[src/rtl/fetch_execute_controller_pkg.sv]
// Shared definitions for the 16-bit accumulator machine.
//   - Instruction opcodes (ir[15:12]) OP_NOP .. OP_HALT
//   - ALU operation selects, shared with the ALU block
//   - Sequencer state enum
//   - Helpers that map an instruction opcode to its ALU op and
//     report whether it reads a memory operand
package fetch_execute_controller_pkg;

    localparam logic [3:0] OP_NOP   = 4'h0;
    localparam logic [3:0] OP_LOAD  = 4'h1;
    localparam logic [3:0] OP_STORE = 4'h2;
    localparam logic [3:0] OP_ADD   = 4'h3;
    localparam logic [3:0] OP_SUB   = 4'h4;
    localparam logic [3:0] OP_AND   = 4'h5;
    localparam logic [3:0] OP_OR    = 4'h6;
    localparam logic [3:0] OP_XOR   = 4'h7;
    localparam logic [3:0] OP_SHL   = 4'h8;
    localparam logic [3:0] OP_SHR   = 4'h9;
    localparam logic [3:0] OP_JUMP  = 4'hA;
    localparam logic [3:0] OP_JZ    = 4'hB;
    localparam logic [3:0] OP_JN    = 4'hC;
    localparam logic [3:0] OP_LOADI = 4'hD;
    localparam logic [3:0] OP_CMPEQ = 4'hE;
    localparam logic [3:0] OP_HALT  = 4'hF;

    localparam logic [3:0] ALU_ADD = 4'b0000;
    localparam logic [3:0] ALU_SUB = 4'b0001;
    localparam logic [3:0] ALU_SHL = 4'b0100;
    localparam logic [3:0] ALU_SHR = 4'b0101;
    localparam logic [3:0] ALU_AND = 4'b1000;
    localparam logic [3:0] ALU_OR  = 4'b1001;
    localparam logic [3:0] ALU_XOR = 4'b1010;
    localparam logic [3:0] ALU_EQ  = 4'b1111;

    typedef enum logic [2:0] {
        FETCH  = 3'd0,
        LATCH  = 3'd1,
        DECODE = 3'd2,
        EXEC   = 3'd3,
        HALT   = 3'd4
    } state_e;

    // Ops that do not use the ALU select ADD (0000), which is harmless
    // because their result is never captured.
    function automatic logic [3:0] alu_op_for(input logic [3:0] op);
        case (op)
            OP_SUB:   return ALU_SUB;
            OP_AND:   return ALU_AND;
            OP_OR:    return ALU_OR;
            OP_XOR:   return ALU_XOR;
            OP_SHL:   return ALU_SHL;
            OP_SHR:   return ALU_SHR;
            OP_CMPEQ: return ALU_EQ;
            default:  return ALU_ADD;
        endcase
    endfunction

    function automatic logic has_mem_operand(input logic [3:0] op);
        case (op)
            OP_LOAD, OP_ADD, OP_SUB, OP_AND, OP_OR, OP_XOR, OP_CMPEQ: return 1'b1;
            default: return 1'b0;
        endcase
    endfunction

endpackage

[src/rtl/fetch_execute_controller.sv]
// Multi-cycle fetch/latch/decode/execute sequencer for the accumulator
// machine. Owns PC, IR and AC; drives a synchronous memory (one-cycle
// read latency) and a combinational ALU that live alongside it.
//
// Ports:
//   clk, reset              clock (rising edge), async active-high reset
//   mem_rdata               memory read data, valid cycle after address
//   mem_addr/wdata/we       memory address, write data (=AC), write enable
//   alu_opcode/a/b          ALU select, operand1 (=AC), operand2 (=mem_rdata)
//   alu_result              ALU combinational result
//   pc, ir, ac              architectural registers
//   halted                  high once HALT has executed
module fetch_execute_controller
    import fetch_execute_controller_pkg::*;
#(
    parameter int ADDR_W = 14,
    parameter int DATA_W = 16
) (
    input  logic              clk,
    input  logic              reset,
    input  logic [DATA_W-1:0] mem_rdata,
    output logic [ADDR_W-1:0] mem_addr,
    output logic [DATA_W-1:0] mem_wdata,
    output logic              mem_we,
    output logic [3:0]        alu_opcode,
    output logic [DATA_W-1:0] alu_a,
    output logic [DATA_W-1:0] alu_b,
    input  logic [DATA_W-1:0] alu_result,
    output logic [ADDR_W-1:0] pc,
    output logic [DATA_W-1:0] ir,
    output logic [DATA_W-1:0] ac,
    output logic              halted
);

    state_e            state_q;
    logic [ADDR_W-1:0] pc_q;
    logic [DATA_W-1:0] ir_q;
    logic [DATA_W-1:0] ac_q;
    logic              halted_q;
    logic              mem_we_q;

    logic [3:0]        opcode;
    logic [11:0]       operand;
    logic [ADDR_W-1:0] operand_addr;

    assign opcode       = ir_q[DATA_W-1 -: 4];
    assign operand      = ir_q[11:0];
    assign operand_addr = ADDR_W'(operand);

    always_ff @(posedge clk or posedge reset) begin
        if (reset) begin
            state_q  <= FETCH;
            pc_q     <= '0;
            ir_q     <= '0;
            ac_q     <= '0;
            halted_q <= 1'b0;
            mem_we_q <= 1'b0;
        end else begin
            case (state_q)
                FETCH: state_q <= LATCH;
                LATCH: begin
                    ir_q     <= mem_rdata;
                    pc_q     <= pc_q + ADDR_W'(1);
                    // Write enable is registered one state early so it is
                    // a clean flop output for exactly the DECODE cycle.
                    mem_we_q <= (mem_rdata[DATA_W-1 -: 4] == OP_STORE);
                    state_q  <= DECODE;
                end
                DECODE: begin
                    mem_we_q <= 1'b0;
                    state_q  <= FETCH;
                    case (opcode)
                        OP_SHL, OP_SHR: ac_q <= alu_result;
                        OP_JUMP:        pc_q <= operand_addr;
                        OP_JZ:          if (ac_q == '0) pc_q <= operand_addr;
                        OP_JN:          if (ac_q[DATA_W-1]) pc_q <= operand_addr;
                        OP_LOADI:       ac_q <= DATA_W'(operand);
                        OP_HALT: begin
                            state_q  <= HALT;
                            halted_q <= 1'b1;
                        end
                        default: if (has_mem_operand(opcode)) state_q <= EXEC;
                    endcase
                end
                EXEC: begin
                    ac_q    <= (opcode == OP_LOAD) ? mem_rdata : alu_result;
                    state_q <= FETCH;
                end
                HALT:    state_q <= HALT;
                default: state_q <= FETCH;
            endcase
        end
    end

    // Operand address is held through EXEC so the read issued in DECODE
    // and any data-dependent memory view stay consistent.
    always_comb begin
        mem_addr = pc_q;
        if (state_q == DECODE || state_q == EXEC) mem_addr = operand_addr;
    end

    assign mem_wdata  = ac_q;
    assign mem_we     = mem_we_q;
    assign alu_opcode = alu_op_for(opcode);
    assign alu_a      = ac_q;
    assign alu_b      = mem_rdata;
    assign pc         = pc_q;
    assign ir         = ir_q;
    assign ac         = ac_q;
    assign halted     = halted_q;

endmodule

[config.mk]
export PLATFORM = sky130hd
export DESIGN_NAME = fetch_execute_controller
export DESIGN_NICKNAME = d
export VERILOG_FILES = /design/src/rtl/fetch_execute_controller_pkg.sv /design/src/rtl/fetch_execute_controller.sv
export SDC_FILE = /design/constraint.sdc
export NUM_CORES = 1
export LEC_CHECK = 0
export BUFFER_PORTS_ARGS = -buffer_cell sky130_fd_sc_hd__buf_2
export CAP_MARGIN = 20
export CORE_ASPECT_RATIO = 1.5
export CORE_MARGIN = 1.5
export CORE_UTILIZATION = 35
export DETAILED_ROUTE_END_ITERATION = 16
export PLACE_DENSITY = 0.65
export SLEW_MARGIN = 15
export SYNTH_ARGS = -nofsm -noshare
export SYNTH_HDL_FRONTEND = slang
export SYNTH_SLANG_ARGS = --single-unit
export TNS_END_PERCENT = 5
[constraint.sdc]
create_clock -name clk -period 6.6 [get_ports clk]
set_clock_uncertainty 0.05 [all_clocks]
set_input_delay 1.32 -clock clk [delete_from_list [all_inputs] [get_ports clk]]
set_output_delay 1.32 -clock clk [all_outputs]
set_load 0.03 [all_outputs]
==> summary.md <==
| Metric | Value |
|---|---|
| Worst Setup SP | state_q[2] |
| # nets final | 482 |
| Fin cells | 563 |
| Reg2Reg Setup Slack | 3.94 ns |
| Mean Syn Cell Area | 9.28 sq um |
| Slew @ Worst Pin | 1.00 ns |
| Initial DRT Pass Iterations | 5 |
| Die extent in x | 83.9 microns |
| Iter 0 DRT Violations | 199 |
| Fmax achieved | 0.296 GHz |
| Final hold vios | 0 |
| Outcome | completed |
| Via count | 3119 |
| Final std cell area, no fill | 3990 sq um |
| DRC viols | 0 |
| Buffers on Ports | 147 |
| Arr. time, crit path | 2.00 ns |
| CTS Root Cell | clkbuf_16 |
| Critical Path RT | 5.23 ns |
| Post-CTS resize count | 0 |
| Reg-to-Reg End | pc[10] |
| Ant. Diodes | 0 |
| Area of the core | 9630 sq um |
| Area grow syn2layout | 16.2% |
| M1 WL | 3870 microns |
| Routed wl met3 | 587 microns |
| Seq/Total Area, Yosys | 0.372 |
| All-Layer GR Usage | 0.182 |
| Ys Warns | 0 |
| Async set-reset flop share out of synthesis | 1.00 |
| CP Buf/Inv Count | 1 |
| R2R depth | 4 |
| Clock transition at path regs | 0.07 ns |
| CP Capture Point | mem_addr[0] |
| Post-Syn Area | 3430 sq um |
| Post-DP HPWL | 7090 microns |
| Setup_tns | 0 ns |
| CTS Sinks | 51 |
| Via density per instance | 5.54 |
| Vias in the first global route | 2844 |
| Antenna Violating Nets Remaining | 0 |
| Number of synthesized flops with an enable pin | 0 |
| Post-Syn Instances | 370 |
| Setup crit start kind | flop |
| Remaining Overflow, GRT | 0 |
| HP Class | reg2reg |
| Syn Nets | 405 |
| Dpl cells | 555 |
| Die height | 124 microns |
| Launching point of the worst reg2reg path | state_q[1] |
| Drt wl/cell | 17.3 microns |
| Worst hold path depth | 1 |
| Synth Flop Type | dfrtp_1 |
| Netlist cell types | 51 |
| Slew Viols, Final | 0 |
| Routed wl met2 | 4880 microns |
| CP max FO | 16 |
| Dpl cell area | 3830 sq um |
| Clock Latency Late Sink | 0.29 ns |
| Synthesized flop and latch total | 51 |
| Max-cap viol count | 0 |
| Largest net degree at the start of global routing | 52 |
| Family with the most delay on the worst path | simple AND/OR/NAND/NOR gates |
| Htree depth | 2 |
| Cell count along the critical path | 3 |
| Period Utilization, post-route | 0.511 |
| RePlAce Congestion | 0.840 |
| Routed wire length | 9730 microns |
| Total die area | 10400 sq um |
| Total CTS buffers | 5 |
| Floorplan row count | 44 |
| Fraction of layout cells with a size suffix above 1 | 0.431 |
| Clock tree buffer depth | 2 |
| CP peak stage delay | 0.65 ns |
| Initial Utilization | 0.356 |
| Final min period | 3.37 ns |
| Rel. slew slack | 0.331 |
| Cells along the critical path | nand2b_1, mux2_2, buf_2 |
| Initial antenna violation count | 0 |
| Top Layer Used | met4 |
| Critical Path Sink Type | output pin |
| Final setup violation count | 0 |
| Post-CTS setup buffer count | 0 |
| RSZ-0062 raised after global routing | false |
| Hold_buf cts | 0 |
| Fillers | 971 |
| Slowest CP cell | nand2b_1 |
| CTS tree | done |
| First-pass GRT wire length | 15300 microns |
| Critical path class | reg2out |
| I/O pins | 148 |
-- layout by cell type (no fill, tap or decap), types with 4 or more instances in the layout --
| cell | instances |
|---|---|
| o22a_1 | 6 |
| o21ai_0 | 19 |
| mux2_2 | 24 |
| dfrtp_1 | 51 |
| nor2_1 | 16 |
| nand2_1 | 27 |
| buf_2 | 147 |
| a31oi_1 | 5 |
| a221o_1 | 12 |
| nand4_1 | 6 |
| clkbuf_16 | 5 |
| mux2_4 | 7 |
| and3_1 | 4 |
| a222oi_1 | 6 |
| nor3_1 | 13 |
| a22o_1 | 6 |
| nor4_1 | 5 |
| and4_1 | 5 |
| inv_1 | 16 |
| nand3_1 | 9 |
| a21oi_1 | 10 |
-- synth_stat cells, types with 2 or more instances --
cell      number  share of area
dfrtp_1       51           0.37
buf_4         48           0.10
nand2_1       27          0.030
clkbuf_1      25          0.027
mux2_2        24          0.079
o21ai_0       19          0.028
inv_1         17          0.019
nor2_1        16          0.017
nor3_1        13          0.019
a221o_1       12          0.035
a21oi_1       10          0.015
nand3_1        9          0.013
mux2_4         7          0.031
a222oi_1       6          0.017
a22o_1         6          0.015
nand4_1        6          0.011
o22a_1         6          0.015
a31oi_1        5         0.0091
and4_1         5          0.013
nor4_1         5         0.0091
and3_1         4         0.0073
nor3b_1        4         0.0087
a211oi_1       3         0.0066
nor2b_1        3         0.0055
o211ai_1       3         0.0066
a41oi_1        2         0.0051
and2_1         2         0.0036
buf_1          2         0.0022
buf_2          2         0.0029
buf_6          2         0.0066
mux2i_1        2         0.0058
nand2b_1       2         0.0036
nand3b_1       2         0.0044
o211a_1        2         0.0058
or3b_2         2         0.0051
-- metrics by stage --
stage / utilization / worst slack, ns / hold slack (ns)
after global placement: 0.398 / 3.59 / 0.409
after CTS: 0.414 / 3.24 / 0.430
after detailed placement: 0.398 / 3.50 / 0.411
final: 0.414 / 3.23 / 0.429
after floorplan: - / 3.60 / 0.451
after global routing: 0.414 / 3.13 / 0.455
-- cells by family (layout without fill, tap and decap cells) --
kind of cell               count (synthesis)  count (layout)  share of synthesized area
xor gates and xnor gates                   1               1                    0.00255
AOI/OAI and AO/OA                         83              83                      0.181
buffers and inverters                     96             174                      0.162
muxes                                     33              33                      0.115
adders and majority gates                  1               1                    0.00364
DFF                                       51              51                      0.372
and+or+nand+nor                          105             105                      0.164
-- worst register-to-register path, stage by stage, from the launching register on --
cell and delay, ns:
dfrtp_1 0.46, nor3b_2 0.59, and4_1 0.54, a22o_1 0.52, mux2_2 0.39
-- worst min-delay path by stage --
stage                     from    endpoint  slack [ns]
CTS                     halted      halted        0.43
floorplan           state_q[0]  state_q[2]        0.45
detailed placement      halted      halted        0.41
global placement        halted      halted        0.41
global route            halted      halted        0.45
finish                  halted      halted        0.43
-- sequential cells by signal (all words and copies together), names as in the netlist --
| register | count |
|---|---|
| ac | 16 |
| halted | 1 |
| ir | 16 |
| mem_we | 1 |
| pc | 14 |
| state_q | 3 |
-- area by class of cell --
type / count / area (sq um) / share of cell area
multi-input cells: 223 / 1610 / 0.402
flip-flops and latches: 51 / 1280 / 0.320
repair buffers: 149 / 751 / 0.188
well taps: 115 / 144 / 0.0361
clock buffers: 5 / 125 / 0.0314
inverters: 17 / 63.8 / 0.0160
clock inverters: 3 / 25.0 / 0.00627
-- per-layer routing --
metal / vias to the layer above / track usage
met1: 1500 / 0.239
li1: 1455 / -
met3: 17 / 0.0186
met5: - / 0
met2: 147 / 0.300
met4: 0 / 0.0878
Power is not shown: default switching activity piles up to over one toggle a cycle in this logic, so the estimate is an artifact.
